$ cat config.mk
export PLATFORM = sky130hd
export DESIGN_NAME = load_store_unit
export DESIGN_NICKNAME = d
export VERILOG_FILES = /design/src/rtl/load_store_unit.sv
export SDC_FILE = /design/constraint.sdc
export NUM_CORES = 1
export LEC_CHECK = 0
export BUFFER_PORTS_ARGS = -buffer_cell sky130_fd_sc_hd__buf_2
export CAP_MARGIN = 10
export CORE_MARGIN = 2
export CORE_UTILIZATION = 40
export CTS_CLUSTER_DIAMETER = 120
export CTS_CLUSTER_SIZE = 25
export DETAILED_ROUTE_END_ITERATION = 8
export PLACE_DENSITY_LB_ADDON = 0.12
export SETUP_SLACK_MARGIN = 0.15
export SLEW_MARGIN = 20
export SYNTH_ARGS = -nofsm -noshare
export SYNTH_HDL_FRONTEND = slang
export SYNTH_SLANG_ARGS = --single-unit
$ cat constraint.sdc
create_clock -name clk -period 2.5 [get_ports clk]
set_input_delay 0.5 -clock clk [delete_from_list [all_inputs] [get_ports clk]]
set_output_delay 0.5 -clock clk [all_outputs]
set_load 0.03 [all_outputs]
$ cat src/rtl/load_store_unit.sv
// Load/store unit between the core execute stage and a byte-enabled, ack-handshaked data bus.
// Handles lane steering, sign/zero extension, misalignment/illegal-size faults and bus timeout.
module load_store_unit #(
   parameter int XLEN    = 32,
   parameter int ADDR_W  = 32,
   parameter int TIMEOUT = 255
) (
   input  logic              clk,
   input  logic              rst_n,
   input  logic              req_valid_i,
   output logic              req_ready_o,
   input  logic              req_we_i,
   input  logic [2:0]        req_f3_i,
   input  logic [ADDR_W-1:0] req_addr_i,
   input  logic [XLEN-1:0]   req_wdata_i,
   input  logic [4:0]        req_rd_i,
   output logic              rsp_valid_o,
   output logic [4:0]        rsp_rd_o,
   output logic [XLEN-1:0]   rsp_data_o,
   output logic              rsp_fault_o,
   output logic [1:0]        rsp_cause_o,
   output logic [ADDR_W-1:0] rsp_addr_o,
   output logic              mem_req_o,
   output logic              mem_wr_o,
   output logic [ADDR_W-1:0] mem_addr_o,
   output logic [XLEN/8-1:0] mem_be_o,
   output logic [XLEN-1:0]   mem_wdata_o,
   input  logic              mem_ack_i,
   input  logic [XLEN-1:0]   mem_rdata_i
);

   localparam int NB = XLEN / 8;
   localparam int OB = $clog2(NB);
   localparam int CW = (TIMEOUT > 0) ? $clog2(TIMEOUT + 1) : 1;

   typedef enum logic [1:0] {IDLE, BUS, RESP} state_t;

   state_t            state_q, state_d;
   logic [CW-1:0]     cnt_q, cnt_d;
   logic              we_q, we_d;
   logic [2:0]        f3_q, f3_d;
   logic [ADDR_W-1:0] addr_q, addr_d;
   logic [4:0]        rd_q, rd_d;

   logic              ready_q, ready_d;
   logic              rsp_valid_q, rsp_valid_d;
   logic [4:0]        rsp_rd_q, rsp_rd_d;
   logic [XLEN-1:0]   rsp_data_q, rsp_data_d;
   logic              rsp_fault_q, rsp_fault_d;
   logic [1:0]        rsp_cause_q, rsp_cause_d;
   logic [ADDR_W-1:0] rsp_addr_q, rsp_addr_d;
   logic              mem_req_q, mem_req_d;
   logic              mem_wr_q, mem_wr_d;
   logic [ADDR_W-1:0] mem_addr_q, mem_addr_d;
   logic [NB-1:0]     mem_be_q, mem_be_d;
   logic [XLEN-1:0]   mem_wdata_q, mem_wdata_d;

   // Request decode, straight from the request inputs
   logic [OB-1:0]   in_off;
   logic [3:0]      in_bytes;
   logic [OB-1:0]   in_size_mask;
   logic            in_illegal;
   logic            in_mis;
   logic [NB-1:0]   in_be;
   logic [XLEN-1:0] in_wdata_sh;
   logic [XLEN-1:0] in_wdata;

   always_comb begin
      in_off       = req_addr_i[OB-1:0];
      in_bytes     = 4'd1 << req_f3_i[1:0];
      in_size_mask = OB'(in_bytes - 4'd1);
      in_illegal   = (req_f3_i == 3'b111) || (req_we_i && req_f3_i[2]) ||
                     ((XLEN == 32) && ((req_f3_i[1:0] == 2'b11) || (req_f3_i == 3'b110)));
      in_mis       = (in_off & in_size_mask) != '0;
      in_wdata_sh  = req_wdata_i << {in_off, 3'b000};
      in_be        = '0;
      in_wdata     = '0;
      for (int unsigned i = 0; i < NB; i++) begin
         in_be[i] = (i >= 32'(in_off)) && (i < 32'(in_off) + 32'(in_bytes));
         in_wdata[8*i +: 8] = in_be[i] ? in_wdata_sh[8*i +: 8] : 8'h00;
      end
   end

   // Load data extraction from the captured request
   logic [XLEN-1:0] ld_sh;
   logic [XLEN-1:0] ld_data;
   logic [31:0]     ld_bits;
   logic            ld_sign;

   always_comb begin
      ld_sh   = mem_rdata_i >> {addr_q[OB-1:0], 3'b000};
      ld_bits = 32'd8 << f3_q[1:0];
      case (f3_q[1:0])
         2'd0:    ld_sign = ld_sh[7];
         2'd1:    ld_sign = ld_sh[15];
         2'd2:    ld_sign = ld_sh[31];
         default: ld_sign = ld_sh[XLEN-1];
      endcase
      ld_data = '0;
      for (int unsigned b = 0; b < XLEN; b++) begin
         ld_data[b] = (b < ld_bits) ? ld_sh[b] : (ld_sign & ~f3_q[2]);
      end
   end

   logic accept;
   assign accept = req_valid_i && ready_q;

   always_comb begin
      state_d     = state_q;
      cnt_d       = cnt_q;
      we_d        = we_q;
      f3_d        = f3_q;
      addr_d      = addr_q;
      rd_d        = rd_q;
      ready_d     = ready_q;
      rsp_valid_d = 1'b0;
      rsp_rd_d    = '0;
      rsp_data_d  = '0;
      rsp_fault_d = 1'b0;
      rsp_cause_d = 2'd0;
      rsp_addr_d  = '0;
      mem_req_d   = mem_req_q;
      mem_wr_d    = mem_wr_q;
      mem_addr_d  = mem_addr_q;
      mem_be_d    = mem_be_q;
      mem_wdata_d = mem_wdata_q;

      case (state_q)
         IDLE, RESP: begin
            // RESP also accepts, giving back-to-back throughput
            ready_d = 1'b1;
            state_d = IDLE;
            if (accept) begin
               we_d   = req_we_i;
               f3_d   = req_f3_i;
               addr_d = req_addr_i;
               rd_d   = req_rd_i;
               if (in_illegal || in_mis) begin
                  state_d     = RESP;
                  rsp_valid_d = 1'b1;
                  rsp_fault_d = 1'b1;
                  rsp_cause_d = in_illegal ? 2'd3 : 2'd1;
                  rsp_addr_d  = req_addr_i;
               end else begin
                  state_d     = BUS;
                  ready_d     = 1'b0;
                  cnt_d       = '0;
                  mem_req_d   = 1'b1;
                  mem_wr_d    = req_we_i;
                  mem_addr_d  = {req_addr_i[ADDR_W-1:OB], {OB{1'b0}}};
                  mem_be_d    = in_be;
                  mem_wdata_d = in_wdata;
               end
            end
         end
         BUS: begin
            if (mem_ack_i || ((TIMEOUT != 0) && (cnt_q == CW'(TIMEOUT - 1)))) begin
               state_d     = RESP;
               ready_d     = 1'b1;
               rsp_valid_d = 1'b1;
               rsp_addr_d  = addr_q;
               mem_req_d   = 1'b0;
               mem_wr_d    = 1'b0;
               mem_addr_d  = '0;
               mem_be_d    = '0;
               mem_wdata_d = '0;
               if (mem_ack_i) begin
                  rsp_rd_d   = we_q ? 5'd0 : rd_q;
                  rsp_data_d = we_q ? '0 : ld_data;
               end else begin
                  rsp_fault_d = 1'b1;
                  rsp_cause_d = 2'd2;
               end
            end else begin
               cnt_d = cnt_q + 1'b1;
            end
         end
         default: state_d = IDLE;
      endcase
   end

   always_ff @(posedge clk or negedge rst_n) begin
      if (!rst_n) begin
         state_q     <= IDLE;
         cnt_q       <= '0;
         we_q        <= 1'b0;
         f3_q        <= '0;
         addr_q      <= '0;
         rd_q        <= '0;
         ready_q     <= 1'b0;
         rsp_valid_q <= 1'b0;
         rsp_rd_q    <= '0;
         rsp_data_q  <= '0;
         rsp_fault_q <= 1'b0;
         rsp_cause_q <= '0;
         rsp_addr_q  <= '0;
         mem_req_q   <= 1'b0;
         mem_wr_q    <= 1'b0;
         mem_addr_q  <= '0;
         mem_be_q    <= '0;
         mem_wdata_q <= '0;
      end else begin
         state_q     <= state_d;
         cnt_q       <= cnt_d;
         we_q        <= we_d;
         f3_q        <= f3_d;
         addr_q      <= addr_d;
         rd_q        <= rd_d;
         ready_q     <= ready_d;
         rsp_valid_q <= rsp_valid_d;
         rsp_rd_q    <= rsp_rd_d;
         rsp_data_q  <= rsp_data_d;
         rsp_fault_q <= rsp_fault_d;
         rsp_cause_q <= rsp_cause_d;
         rsp_addr_q  <= rsp_addr_d;
         mem_req_q   <= mem_req_d;
         mem_wr_q    <= mem_wr_d;
         mem_addr_q  <= mem_addr_d;
         mem_be_q    <= mem_be_d;
         mem_wdata_q <= mem_wdata_d;
      end
   end

   assign req_ready_o = ready_q;
   assign rsp_valid_o = rsp_valid_q;
   assign rsp_rd_o    = rsp_rd_q;
   assign rsp_data_o  = rsp_data_q;
   assign rsp_fault_o = rsp_fault_q;
   assign rsp_cause_o = rsp_cause_q;
   assign rsp_addr_o  = rsp_addr_q;
   assign mem_req_o   = mem_req_q;
   assign mem_wr_o    = mem_wr_q;
   assign mem_addr_o  = mem_addr_q;
   assign mem_be_o    = mem_be_q;
   assign mem_wdata_o = mem_wdata_q;

endmodule

==> results of run 1 <==
==> sequential cells by signal, summed over array words and instances (netlist names) <==
register	count
rsp_addr_o	32
rsp_rd_o	5
mem_req_o	1
f3_q	3
mem_wr_o	1
req_ready_o	1
rsp_valid_o	1
rd_q	5
rsp_cause_o	2
mem_wdata_o	32
rsp_data_o	32
rsp_fault_o	1
we_q	1
state_q	2
mem_addr_o	30
cnt_q	8
mem_be_o	4
addr_q	32
==> cell usage after synthesis (8+ instances only) <==
library cell	number
nor2b_1	10
a21o_1	12
a22o_1	81
a211oi_1	22
dfrtp_1	193
a32o_1	8
nand3_1	10
buf_2	17
clkbuf_1	19
o2bb2ai_1	8
mux2i_1	43
o21ai_0	25
nand2_1	153
nor2_1	25
==> cell families (layout without fill, tap and decap cells) <==
group | count (synthesis) | after routing | share of synthesized area [%]
compound gates | 173 | 173 | 16.8
xor+xnor | 2 | 2 | 0.217
fa+ha+maj | 6 | 6 | 1.02
buf+inv | 56 | 314 | 3.61
flops | 193 | 193 | 59.8
mux | 44 | 44 | 5.61
other cells | 1 | 2 | 0.0464
simple gates | 233 | 233 | 12.9
==> critical path, delay by kind of cell <==
| family | cells | cell delay [ns] |
|---|---|---|
| buffers and inverters | 2 | 0.17 |
| adders and majority gates | 2 | 0.59 |
| AOI/OAI and AO/OA | 2 | 0.49 |
| and+or+nand+nor | 3 | 0.67 |
==> layout make-up <==
class                   instances  area, sq um  share of cell area, %
inverters                       8         30.0                  0.293
well taps                     265          332                   3.23
clock buffers                  19          443                   4.32
multi-input cells             460         2990                   29.1
clock inverters                12          121                   1.18
flip-flops and latches        193         4830                   47.1
repair buffers                275         1520                   14.8
==> power groups by stage <==
stage	sequential (mW)	clock [mW]	combinational, mW
after floorplan	4.48	0	0.802
after global placement	3.87	0	2.19
after detailed placement	3.87	0	2.21
after CTS	3.82	2.72	2.21
after global routing	3.88	2.87	2.36
final	3.82	2.64	2.18
==> metal layers <==
layer | vias to the layer above | global-route usage (%) | part of all wire (%)
met4 | 2 | 6.07 | 1.6
met5 | - | 0 | 0.051
met2 | 212 | 33.3 | 48
met3 | 25 | 5.09 | 6.0
li1 | 3010 | - | -
met1 | 3035 | 27.9 | 44
==> through the flow <==
step / cell area (sq um) / TNS [ns]
6_report: 10300 / 0
5_1_grt: 10300 / 0
4_1_cts: 10300 / 0
3_5_place_dp: 9700 / -0.391
3_3_place_gp: 9700 / -0.0288
2_1_floorplan: 8080 / 0
==> worst max path at each step <==
stage | depth (start not counted) | slack (ns) | to | from
after detailed placement | 9 | -0.06 | mem_wdata_o[24] | req_f3_i[0]
after floorplan | 8 | 0.26 | mem_wdata_o[24] | req_f3_i[0]
after global routing | 9 | 0.24 | mem_wdata_o[31] | req_f3_i[0]
after global placement | 9 | -0.005 | mem_wdata_o[26] | req_f3_i[0]
final | 9 | 0.41 | mem_wdata_o[27] | req_f3_i[0]
after CTS | 9 | 0.42 | mem_wdata_o[27] | req_f3_i[0]
==> impl_results.md, run 1 <==
* Result of the run: completed
* Final WL at 21600 microns
* YS warnings at 0
* Initial DRT Pass Iterations at 4
* # diodes at 0
* P_int at 5.73 mW
* # Post-CTS Setup Buffers at 0
* Clock latency on the worst-skew pair at 0.43 ns
* Sw frac at 33.7%
* Critical Path Slowest Stage Cell: fa_1
* Nets at 1070
* Switch Pwr at 2.91 mW
* Clk_skew at 0.0103 ns
* I/O Pins at 253
* Top cells by area, synth: dfrtp_1, a22o_1, nand2_1
* Reg2reg end: rsp_addr_o[21]
* Clock Tree Buf Depth at 2
* Gr usage total at 20.7%
* Synth Register Bits at 193
* CTS tree: yes
* Hpwl dp at 15500 microns
* Global-route wire length before repair at 34700 microns
* # H-tree levels at 4
* Vias at 6284
* Die width at 146 microns
* Arrival @ worst endpoint at 2.41 ns
* Port buffer count at 250
* Post-Synthesis Cells at 708
* Hold Fails Final Rpt at 0
* Worst Reg-to-Reg Cells at 7
* Post-layout minimum cycle time at 2.09 ns
* Async S/R FF share, synth at 100%
* Vias per cell at 5.10
* Largest net degree at the start of global routing at 55
* Sequential fraction of the synthesis area at 59.8%
* Logic gate share of total power at 25.2%
* Placed cells at 1201
* Crit share post-route at 83.6%
* Grt total ovfl at 0
* RSZ-0062 raised after global routing: no
* Share of the synthesized area in the top cell type at 59.8%
* Commonest non-fill, non-tap cells in the layout: buf_2, dfrtp_1, nand2_1, a22o_1, mux2i_1
* Yosys top cell by area: dfrtp_1
* Cell leakage power at 5.54 nW
* Worst Hold Class: input port to async pin
* Cell variety after synth at 50
* Core area at 0.0197 sq mm
* Startpoint Class: input port
* Full die area at 0.0214 sq mm
* Clock sinks at 193
* Critical Path Max Stage Delay at 0.40 ns
* VDD IR max at 0.455 mV
* CP cell instances: buf_2 > nor2_1 > ha_1 > inv_1 > fa_1 > nor4b_1 > a22o_1 > nor2_1 > a32o_1
* Initial Util at 41.1%
* Relative slew slack at 51.1%
* Worst reg2reg startpoint: cnt_q[0]
* Post-place setup slack at -0.0567 ns
* Number of flops mapped to enable cells by yosys at 0
* Fin cells at 1232
* Clock slew at reported path FFs at 0.07 ns
* Gates resized, CTS repair at 0
* Vias in the first global route at 6249
* Max_cap viols at 0
* Power Density at 842 mW/mm^2
* Iter 0 DRT Violations at 269
* Slew Limit Fails at 0
* FF-to-FF setup slack at 0.50 ns
* Synth Flop Type: dfrtp_1
* Mean Syn Cell Area at 11.4 sq um
* Root Buffer: clkbuf_16
* Crit path kind: input port to register
* Layout Area Growth over Synthesis at 27.0%
* DRC viols at 0
* Most common cell after layout, fill and taps aside: buf_2
* CP dominant cell by count: nor2_1
* CP max FO at 9
* Final worst-path setup slack at 0.411 ns
* Worst slew pin tran at 0.729 ns
* Die extent in y at 146 microns
* Fraction of layout cells with a size suffix above 1 at 32.6%
* Antenna-violating nets left at 0
* Worst path required time at 2.82 ns
* Number of fill cells at 1807
* FMAX at 479 MHz
* Sequential power share at 44.2%
* CTS Buf Count at 17
* Fin util at 52.2%
* Final setup fails at 0
* Row count at 51
* CTS Hold Bufs at 0
* Synthesized area at 0.00808 sq mm
* Initial antenna violation count at 1
* GPL Wtd Cong at 0.855
* Clock power frac at 30.6%
* Hold_ws at 0.0223 ns
* Critical Path Sink Type: register
* Total power at 8.64 mW
* WL/cell at 17.5 microns
No activity file was read; power rests on OpenSTA's default activity.
==> run 2, diff against run 1 <==
==> constraint.sdc (replaced) <==
create_clock -name clk -period 2 [get_ports clk]
set_input_delay 0.4 -clock clk [delete_from_list [all_inputs] [get_ports clk]]
set_output_delay 0.4 -clock clk [all_outputs]
set_load 0.03 [all_outputs]
==> run 2 against run 1 <==
Compared with the run above: worst setup slack lost 0.18 ns; flip-flop and latch count is the same; critical path depth grew 1; global-route usage is essentially flat; clock power grew 25%; highest routed layer is now met4; register-to-register slack lost 0.25 ns.
==> impl_results.md, run 2 (synthesis gave the netlist of run 1 again) <==
* Result of the run: completed
* Vias in the first global route at 6377
* Post-place setup slack at -0.324 ns
* VDD IR max at 0.502 mV
* Largest net degree at the start of global routing at 47
* Root Buffer: clkbuf_16
* FMAX at 566 MHz
* Arrival @ worst endpoint at 2.08 ns
* Clock slew at reported path FFs at 0.07 ns
* Met1 Track Usage GR at 27.2%
* Clk_skew at 0.0110 ns
* Full die area at 0.0214 sq mm
* CTS tree: yes
* Post-layout minimum cycle time at 1.77 ns
* Final worst-path setup slack at 0.234 ns
* Die extent in y at 146 microns
* Row count at 51
* Commonest non-fill, non-tap cells in the layout: buf_2, dfrtp_1, nand2_1, a22o_1, mux2i_1
* Fraction of layout cells with a size suffix above 1 at 35.3%
* # Post-CTS Setup Buffers at 0
* Worst slew pin tran at 0.524 ns
* Slew Limit Fails at 0
* WL/cell at 17.3 microns
* Antenna-violating nets left at 0
* Placed cells at 1228
* Cell leakage power at 5.72 nW
* # H-tree levels at 4
* Vias at 6431
* Startpoint Class: input port
* Global-route wire length before repair at 35000 microns
* GR Layer Usage met3 at 4.97%
* Crit path kind: input port to register
* # diodes at 0
* Iter 0 DRT Violations at 229
* Die width at 146 microns
* Initial DRT Pass Iterations at 6
* Placed cell area at 0.0100 sq mm
* Worst path required time at 2.31 ns
* Nets at 1098
* Max_cap viols at 0
* Met2 Usage GRT at 34.3%
* Gr usage total at 20.6%
* Hold Fails Final Rpt at 0
* Setup_tns at 0 ns
* Crit path launch: req_f3_i[0]
* GPL Wtd Cong at 0.828
* Power Density at 1030 mW/mm^2
* Vias per cell at 5.10
* Total power at 10.9 mW
* Port buffer count at 250
* Worst reg2reg startpoint: cnt_q[1]
* Initial antenna violation count at 0
* Hpwl dp at 15800 microns
* Worst Min Path Start: req_rd_i[4]
* Initial Util at 41.1%
* Crit share post-route at 88.3%
* RSZ-0062 raised after global routing: no
* Final WL at 21800 microns
* Layout Area Growth over Synthesis at 31.6%
* Core area at 0.0197 sq mm
* Critical Path Sink Type: register
* Most common cell after layout, fill and taps aside: buf_2
* Clock sinks at 193
* I/O Pins at 253
* Final setup fails at 0
* DRC viols at 0
* Worst Hold Class: input port to register
* CTS Buf Count at 17
* Fin area at 0.0106 sq mm
* Fin cells at 1261
* Clock Tree Buf Depth at 2
* CP max FO at 9
* Clock latency on the worst-skew pair at 0.43 ns
* Relative slew slack at 65.0%
* Grt total ovfl at 0
* Busiest grt layer: met2
==> run 2: power breakdown <==
group / internal [mW] / leakage, nW / switching (mW) / total (mW)
clock: 1.66 / 0.277 / 1.63 / 3.29
sequential: 4.46 / 2.53 / 0.303 / 4.76
combinational: 1.02 / 2.92 / 1.83 / 2.85
==> run 2: metal layers <==
| metal | routed length (microns) | part of all wire, % |
|---|---|---|
| met1 | 9500 | 43 |
| met4 | 269 | 1.2 |
| met5 | 0 | 0 |
| met2 | 10600 | 49 |
| met3 | 1420 | 6.5 |
==> run 2: area by class of cell <==
cell class / count / area [sq um]
timing repair buffer: 303 / 1810
multi-input combinational: 460 / 3050
fill: 1756 / 9020
clock buffer: 18 / 429
sequential: 193 / 4830
clock inverter: 14 / 149
tap: 265 / 332
inverter: 8 / 31.3
==> run 2: per-stage QoR <==
stage / utilization [%] / hold WS (ns)
floorplan: - / 0.104
global placement: 51.0 / 0.381
detailed placement: 51.0 / 0.381
CTS: 54.1 / 0.140
global route: 54.1 / 0.163
finish: 54.1 / 0.160
==> run 2: worst paths after layout <==
| path | endpoint | slack [ns] | depth (start not counted) |
|---|---|---|---|
| max | mem_be_o[1] | 0.23 | 10 |
| min reg2reg | rd_q[2] | 0.47 | 2 |
| max reg2reg | mem_addr_o[20] | 0.25 | 7 |
| min | rd_q[4] | 0.16 | 3 |
| max in group asynchronous | mem_wdata_o[9] | 0.91 | 3 |
| min in group asynchronous | rsp_data_o[4] | 0.47 | 2 |
==> run 2: critical path, stage by stage <==
cell and delay, ns:
buf_2 0.15, nor2_4 0.14, ha_4 0.14, inv_2 0.03
fa_2 0.36, nor4b_4 0.34, buf_4 0.16, nand3_1 0.08
nand3_2 0.19, o21ai_1 0.09
==> run 2: repair_timing <==
action                                 CTS  global route
setup endpoints to repair                1            17
gates resized for setup                  2             2
pin swaps                                1             0
hold buffers                             1             0
endpoints found under the hold margin   41             0
cloned                                   0             0
==> run 3, diff against run 2 <==
--- a/config.mk
+++ b/config.mk
@@ -8,7 +8,7 @@
 export BUFFER_PORTS_ARGS = -buffer_cell sky130_fd_sc_hd__buf_2
 export CAP_MARGIN = 10
 export CORE_MARGIN = 2
-export CORE_UTILIZATION = 40
+export CORE_UTILIZATION = 46
 export CTS_CLUSTER_DIAMETER = 120
 export CTS_CLUSTER_SIZE = 25
 export DETAILED_ROUTE_END_ITERATION = 8
==> run 3 against run 2 <==
Compared with the run above: clock skew shrank 0.0011 ns; core utilization grew 6.7 points; clock power is essentially flat; critical path depth shrank 2; power shrank 0.44%; highest routed layer unchanged.
==> impl_results.md, run 3 (synthesis gave the netlist of run 1 again) <==
* Full die area at 0.0186 sq mm
* P_int at 7.10 mW
* Worst Reg-to-Reg Cells at 8
* Number of fill cells at 1504
* Antenna-violating nets left at 0
* Setup_tns at 0 ns
* Clock slew at reported path FFs at 0.07 ns
* Global-route wire length before repair at 33200 microns
* DRC viols at 0
* Critical Path Sink Type: register
* Clk_skew at 0.00991 ns
* Nets at 1088
* Sw frac at 34.6%
* Grt total ovfl at 0
* Arrival @ worst endpoint at 2.11 ns
* # diodes at 0
* Final WL at 21600 microns
* Cell leakage power at 5.65 nW
* Core area at 0.0172 sq mm
* Hold Fails Final Rpt at 0
* Placed cells at 1178
* Crit path kind: register to register
* Commonest non-fill, non-tap cells in the layout: buf_2, dfrtp_1, nand2_1, a22o_1, mux2i_1
* # H-tree levels at 4
* Initial Util at 46.9%
* Clock Tree Buf Depth at 2
* I/O Pins at 253
* Initial antenna violation count at 0
* CTS Buf Count at 17
* Post-layout minimum cycle time at 1.75 ns
* Hpwl dp at 15500 microns
* Row count at 48
* VDD IR max at 0.627 mV
* Iter 0 DRT Violations at 289
* Clock sinks at 193
* Most common cell after layout, fill and taps aside: buf_2
* Fraction of layout cells with a size suffix above 1 at 35.1%
* Slew Limit Fails at 0
* Port buffer count at 250
* CP max FO at 11
* Power Density at 1040 mW/mm^2
* Max_cap viols at 0
* CP dominant cell by count: buf_4
* GPL Wtd Cong at 0.866
* Total power at 10.9 mW
* Vias per cell at 5.36
* Layout Area Growth over Synthesis at 29.7%
* Clock power frac at 30.2%
* Final setup fails at 0
* Sequential power share at 44.0%
* Switch Pwr at 3.76 mW
* WL/cell at 17.9 microns
* FMAX at 570 MHz
* Post-place setup slack at -0.273 ns
* Worst slew pin tran at 0.573 ns
* Gr usage total at 23.2%
* Startpoint Class: register
* Fin cells at 1211
* Fin util at 60.8%
* Vias at 6488
* Crit share post-route at 87.7%
* Hold_ws at 0.167 ns
* Worst Hold Class: input port to register
* Logic gate share of total power at 25.8%
* Placed cell area at 0.00987 sq mm
* CP cell instances: inv_1 > ha_2 > nand3_2 > buf_4 > o21ai_0 > buf_4 > or4_1 > a21oi_2
* Vias in the first global route at 6361
* Die extent in y at 137 microns
* Worst path required time at 2.35 ns
* RSZ-0062 raised after global routing: no
* Relative slew slack at 61.7%
* Root Buffer: clkbuf_16
* Die width at 137 microns
* Critical Path Slowest Stage Cell: dfrtp_1
* Critical Path Max Stage Delay at 0.42 ns
* Fin area at 0.0105 sq mm
* Clock latency on the worst-skew pair at 0.43 ns
* # Post-CTS Setup Buffers at 0
* Initial DRT Pass Iterations at 5
* Hold Crit Depth at 3
* Final worst-path setup slack at 0.247 ns
* CTS tree: yes
* Result of the run: completed
* Largest net degree at the start of global routing at 47
## run 3: cell count changes in the layout (fill, tap and decap cells not counted), sizes merged
cell	before	now
clkinv	8	3
inv	12	17
buf	301	291
## run 3: repair_timing
action                                  in CTS  in global routing
endpoints found under the setup margin       0                 91
hold buffers                                 1                  0
resized for setup                            0                  7
endpoints found under the hold margin       42                  0
## run 3: worst paths after layout
check | startpoint | endpoint | slack (ns)
worst max-delay path | cnt_q[0] | cnt_q[5] | 0.25
worst min-delay path | req_rd_i[2] | rd_q[2] | 0.17
worst max register to register | cnt_q[0] | cnt_q[5] | 0.25
worst min register to register | rd_q[3] | rd_q[3] | 0.47
max in group asynchronous | rst_n | rsp_addr_o[21] | 0.93
min in group asynchronous | rst_n | rsp_rd_o[4] | 0.48
## run 3: area by class of cell
cell class,instances,area (sq um),share of cell area (%)
clock inverters,14,140,1.34
flip-flops and latches,193,4830,46.1
multi-input cells,460,3060,29.2
well taps,225,282,2.69
repair buffers,293,1710,16.3
clock buffers,18,429,4.09
inverters,8,31.3,0.298
## run 3: critical path, delay by kind of cell, from the launching register on
family	cells	cell delay, ns
AND/OR/NAND/NOR	2	0.49
AO/OA/AOI/OAI	2	0.23
adder cells (fa/ha/maj)	1	0.19
flip-flops	1	0.42
buffers and inverters	3	0.37
## run 3: power by group through the flow
stage,clock network [mW],logic [mW],registers (mW)
floorplan,0,1.01,5.60
global placement,0,2.77,4.84
detailed placement,0,2.82,4.83
CTS,3.35,2.82,4.78
global route,3.50,3.01,4.85
finish,3.28,2.80,4.78
## run 3: metal layers
layer  wire length (microns)  share of wire, %  vias up  track usage [%]
met1                    9280                43     3210             30.7
met4                     357               1.6        0             6.94
met3                    1390               6.4       24             4.85
met2                   10600                49      217             38.5
li1                        -                 -     3037                -
met5                       0                 0        -                0
